**config.mk**
```make
export PLATFORM = sky130hd
export DESIGN_NAME = keccak_frame_ctl
export DESIGN_NICKNAME = d
export VERILOG_FILES = /design/src/rtl/keccak_frame_ctl.sv
export SDC_FILE = /design/constraint.sdc
export NUM_CORES = 1
export LEC_CHECK = 0
export CAP_MARGIN = 20
export CORE_MARGIN = 1.5
export CORE_UTILIZATION = 55
export DETAILED_ROUTE_END_ITERATION = 6
export DONT_BUFFER_PORTS = 1
export PLACE_DENSITY = 0.7
export SYNTH_ARGS = -nofsm -noshare
export SYNTH_HDL_FRONTEND = slang
export SYNTH_SLANG_ARGS = --single-unit
```
**constraint.sdc**
```tcl
create_clock -name clk -period 2.95 [get_ports clk]
set_clock_uncertainty 0.2 [all_clocks]
set_input_delay 0.59 -clock clk [delete_from_list [all_inputs] [get_ports clk]]
set_output_delay 0.59 -clock clk [all_outputs]
set_load 0.05 [all_outputs]
```
**src/rtl/keccak_frame_ctl.sv**
```systemverilog
// Frame sequencer around a Keccak-f[1600] core: counts lanes into frames, forces
// lane-0 alignment toward the core, bounds frames in flight, and re-times both streams.
module keccak_frame_ctl #(
  parameter int W            = 64,
  parameter int LANES        = 25,
  parameter int MAX_INFLIGHT = 1,
  parameter int CW           = 16
) (
  input  logic          clk,
  input  logic          rst,
  input  logic          pushin,
  output logic          stopin,
  input  logic          firstin,
  input  logic [W-1:0]  din,
  output logic          p_pushin,
  input  logic          p_stopin,
  output logic          p_firstin,
  output logic [W-1:0]  p_din,
  input  logic          p_pushout,
  output logic          p_stopout,
  input  logic          p_firstout,
  input  logic [W-1:0]  p_dout,
  output logic          pushout,
  input  logic          stopout,
  output logic          firstout,
  output logic [W-1:0]  dout,
  output logic          err_in,
  output logic          err_out,
  output logic [CW-1:0] frames_in,
  output logic [CW-1:0] frames_out,
  output logic          busy
);

  localparam int LW = (LANES > 1) ? $clog2(LANES) : 1;
  localparam int FW = $clog2(MAX_INFLIGHT + 1);
  localparam logic [LW-1:0] LAST = LW'(LANES - 1);
  localparam logic [FW-1:0] FMAX = FW'(MAX_INFLIGHT);

  // input skid: {firstin, din} entries
  logic [W:0]    fq [2];
  logic          rd_ptr, wr_ptr;
  logic [1:0]    fcnt, fcnt_nxt;
  logic [LW-1:0] icnt, ocnt;
  logic [FW-1:0] inflight;
  logic          out_valid, out_first;
  logic [W-1:0]  out_data;

  logic in_xfer, core_xfer, pout_xfer, sink_xfer;
  logic gate, head_first, frame_start, frame_done;

  assign in_xfer    = pushin & ~stopin;
  assign core_xfer  = p_pushin & ~p_stopin;
  assign pout_xfer  = p_pushout & ~p_stopout;
  assign sink_xfer  = out_valid & ~stopout;

  assign head_first = fq[rd_ptr][W];
  assign p_din      = fq[rd_ptr][W-1:0];
  assign gate       = (icnt == '0) && (inflight == FMAX);
  assign p_pushin   = (fcnt != 2'd0) && !gate;
  assign p_firstin  = (icnt == '0);

  assign frame_start = core_xfer && (icnt == '0);
  assign frame_done  = sink_xfer && (ocnt == LAST);

  assign p_stopout = out_valid & stopout;
  assign pushout   = out_valid;
  assign firstout  = out_valid && (ocnt == '0);
  assign dout      = out_data;

  assign busy     = (inflight != '0) || (fcnt != 2'd0) || out_valid;
  assign fcnt_nxt = fcnt + {1'b0, in_xfer} - {1'b0, core_xfer};

  always_ff @(posedge clk or negedge rst) begin
    if (!rst) begin
      for (int i = 0; i < 2; i++) fq[i] <= '0;
      rd_ptr <= 1'b0;
      wr_ptr <= 1'b0;
      fcnt   <= 2'd0;
      stopin <= 1'b0;
    end else begin
      if (in_xfer) begin
        fq[wr_ptr] <= {firstin, din};
        wr_ptr     <= ~wr_ptr;
      end
      if (core_xfer) rd_ptr <= ~rd_ptr;
      fcnt   <= fcnt_nxt;
      // registered stop: full next cycle means no more room
      stopin <= (fcnt_nxt == 2'd2);
    end
  end

  always_ff @(posedge clk or negedge rst) begin
    if (!rst) begin
      icnt      <= '0;
      inflight  <= '0;
      err_in    <= 1'b0;
      frames_in <= '0;
    end else begin
      if (core_xfer) begin
        icnt <= (icnt == LAST) ? '0 : icnt + LW'(1);
        // beat is forwarded as its counted lane either way; only flag it
        if (head_first != (icnt == '0)) err_in <= 1'b1;
        if (icnt == LAST) frames_in <= frames_in + CW'(1);
      end
      if (frame_start && !frame_done)      inflight <= inflight + FW'(1);
      else if (!frame_start && frame_done) inflight <= inflight - FW'(1);
    end
  end

  always_ff @(posedge clk or negedge rst) begin
    if (!rst) begin
      out_valid  <= 1'b0;
      out_first  <= 1'b0;
      out_data   <= '0;
      ocnt       <= '0;
      err_out    <= 1'b0;
      frames_out <= '0;
    end else begin
      if (!out_valid || sink_xfer) begin
        out_valid <= pout_xfer;
        if (pout_xfer) begin
          out_data  <= p_dout;
          out_first <= p_firstout;
        end
      end
      if (sink_xfer) begin
        ocnt <= (ocnt == LAST) ? '0 : ocnt + LW'(1);
        if (out_first != (ocnt == '0)) err_out <= 1'b1;
        if (ocnt == LAST) frames_out <= frames_out + CW'(1);
      end
    end
  end

endmodule

```
==> flow_summary.yaml <==
layout:
  drive_above_1_share_pct: 44.3
  fillers: 1371
  utilization_pct: 63.9
  final_nets: 891
  area_growth_syn_to_layout_pct: 14.3
grt:
  gr-total-overflow: 0
  grt_usage_pct: 21.2
  antenna_found_initial: 1
  grt_pass1_wl_um: 33500
  grt_pass1_vias: 6217
  grt_max_degree: 247
synthesis:
  synth_edf_count: 0
  yosysTopAreaCell: "dfrtp_1"
  yosysWarnings: 0
  yosysUniqueCellTypes: 41
  synth_top_area_share_pct: 58.8
  synth_most_common_cell: "mux2_2"
  synthesis.area_mm2: 0.0105
  synth_top_flop_cell: "dfrtp_1"
  synth_area_leaders: "dfrtp_1 (59%), mux2_2 (28%), xnor2_1 (2.4%)"
  synth-seq-cells: 246
  synth_common_cells: "mux2_2 (260), dfrtp_1 (246), xnor2_1 (29)"
  avgSynthCellArea_um2: 14.9
  syn_inst: 703
  ys_seq_area_share_pct: 58.8
  syn_nets: 846
  async_reset_ff_share_pct: 100
sta:
  period_minus_slack_ns: 2.81
  fin_hold_ws_ns: -0.429
  period_share_pct: 95.3
  slew_headroom_pct: 59.5
  fin_tns_setup_ns: 0
  grt_setup_unrepaired: "false"
  hold_viol: 246
  clock.fmax_mhz: 356
  tightest_slew_ns: 0.607
  slew_viol_final: 0
  finalSetupViolations: 0
run_status:
  status: "complete, but fails checks"
  violations: "negative hold slack"
routing:
  drc_errors: 0
  vias: 5739
  route.antenna.remaining_nets: 0
  viasPerCell: 5.73
  wl_um: 21500
  dr.pass1.iters: 4
  wire_per_inst_um: 21.5
  drt_iter0_drc: 218
cts:
  insertion_delay_ns: 0.51
  clkTransAtPathRegs_ns: 0.06
  cts_root_buf: "clkbuf_16"
  cts_tree: "built"
  cts_htree_levels: 1
  cts-buffers-inserted: 26
  clock-sinks: 246
  clockBufferDepth: 3
  cts_setup_buffers: 0
worst_hold_path:
  hp-class: "in -> async"
critical_path:
  critPathKind: "reg -> out"
  reg2reg_to: "stopin"
  cp_slowest_stage_delay_ns: 0.57
  cp.arrival_ns: 2.02
  reg2reg_depth: 9
  required_ns: 2.16
  worstSetupEndpointType: "primary output"
  worstPathCellList: "buf_4 > mux2_2"
  cpMaxStageDelayCell: "dfrtp_2"
  start_kind: "flop"
  rrSetupSlack_ns: 0.62
  reg2reg_from: "icnt[0]"
  cp_max_fo: 27
job:
  drv_cap: 0
die:
  die_w_um: 141
  die-area_mm2: 0.0199
  coreArea_mm2: 0.0187
  rows: 50
  ioPinCount: 305
  floorplan.initialDensity_pct: 55.9
  die_h_um: 141
power:
  p_per_area_mw_per_mm2: 1250
  ir_drop_mv: 0.650
  p_leak_uw: 0.00509
place:
  numPortBuffers: 0
  gp_congestion: 0.831
  hpwl_um: 14300
power breakdown:
group	switching [uW]	internal (uW)
sequential	1300	4550
clock	1290	1890
combinational	3880	2050
sequential cells by signal (all words and copies together) (netlist names):
| name | flops |
|---|---|
| fq | 130 |
| dout | 64 |
| frames_in | 16 |
| frames_out | 16 |
| icnt | 5 |
| ocnt | 5 |
| fcnt | 2 |
| err_in | 1 |
| err_out | 1 |
| inflight | 1 |
| out_first | 1 |
| pushout | 1 |
| rd_ptr | 1 |
| stopin | 1 |
| wr_ptr | 1 |
routing by layer:
layer  global-route usage, %  share of wire [%]  vias to the layer above
li1                        -                  -                     2576
met5                       0                  0                        -
met4                    6.69                2.2                        0
met3                    7.34                8.5                       33
met1                    25.0                 38                     2908
met2                    36.6                 51                      222
through the flow:
stage          cells  total power [uW]  cell area, um2  hold WS [ns]  setup slack, ns
3_5_place_dp     923             11800           10800        0.0990            0.567
5_1_grt         1002             15600           12000        -0.463           0.0408
6_report        1002             15000           12000        -0.429            0.139
4_1_cts          993             15100           11900        -0.455           0.0755
3_3_place_gp     923             11600           10800         0.101            0.583
2_1_floorplan    703             11000           10500        0.0944            0.215
repair_timing:
item                                   CTS  global route
resized for setup                        1             0
hold buffers                            23             8
setup endpoints to repair                1             0
endpoints found under the hold margin  272           254
cells by family after synthesis:
| logic type | Yosys count | synth area share, % |
|---|---|---|
| AOI/OAI and AO/OA | 17 | 1.05 |
| xor gates and xnor gates | 42 | 3.52 |
| adders and majority gates | 7 | 0.837 |
| buffers and inverters | 38 | 1.94 |
| DFF | 246 | 58.8 |
| muxes | 263 | 28.3 |
| and+or+nand+nor | 90 | 5.55 |
critical path, delay by kind of cell (launching register included):
| kind | cells | cell delay (ns) |
|---|---|---|
| muxes | 1 | 0.52 |
| buffers and inverters | 1 | 0.41 |
| DFF | 1 | 0.57 |
cell type report:
| class | count | area (um2) | share of cell area (%) |
|---|---|---|---|
| diodes | 1 | 2.50 | 0.0209 |
| clock buffers | 36 | 759 | 6.35 |
| clock inverters | 11 | 97.6 | 0.816 |
| inverters | 7 | 26.3 | 0.220 |
| multi-input cells | 419 | 4130 | 34.5 |
| flip-flops and latches | 246 | 6160 | 51.5 |
| well taps | 234 | 293 | 2.45 |
| repair buffers | 48 | 500 | 4.18 |
worst max-delay path by stage:
| stage | from | to | depth (start not counted) |
|---|---|---|---|
| after floorplan | icnt[0] | stopin | 10 |
| after global placement | ocnt[0] | firstout | 4 |
| after detailed placement | ocnt[0] | firstout | 4 |
| after CTS | rd_ptr | p_din[14] | 2 |
| after global routing | rd_ptr | p_din[1] | 2 |
| final | rd_ptr | p_din[49] | 2 |
placed cells by master, fill, tap and decap left out, types with 4 or more instances in the layout:
master         instances
mux2_2               260
dfrtp_1              245
dlygate4sd3_1         31
xnor2_1               29
clkbuf_16             27
nand2_1               17
xor2_1                13
buf_4                 12
nor2_1                10
nand4_1               10
nand3_1                9
inv_1                  7
and3_1                 7
ha_1                   7
nor4_2                 6
o21ai_0                5
clkbuf_8               5
clkinv_2               5
buf_12                 5
nor2b_1                4
a21oi_1                4
nor3_2                 4
clkbuf_1               4
Power figures use the tool's default switching activity.
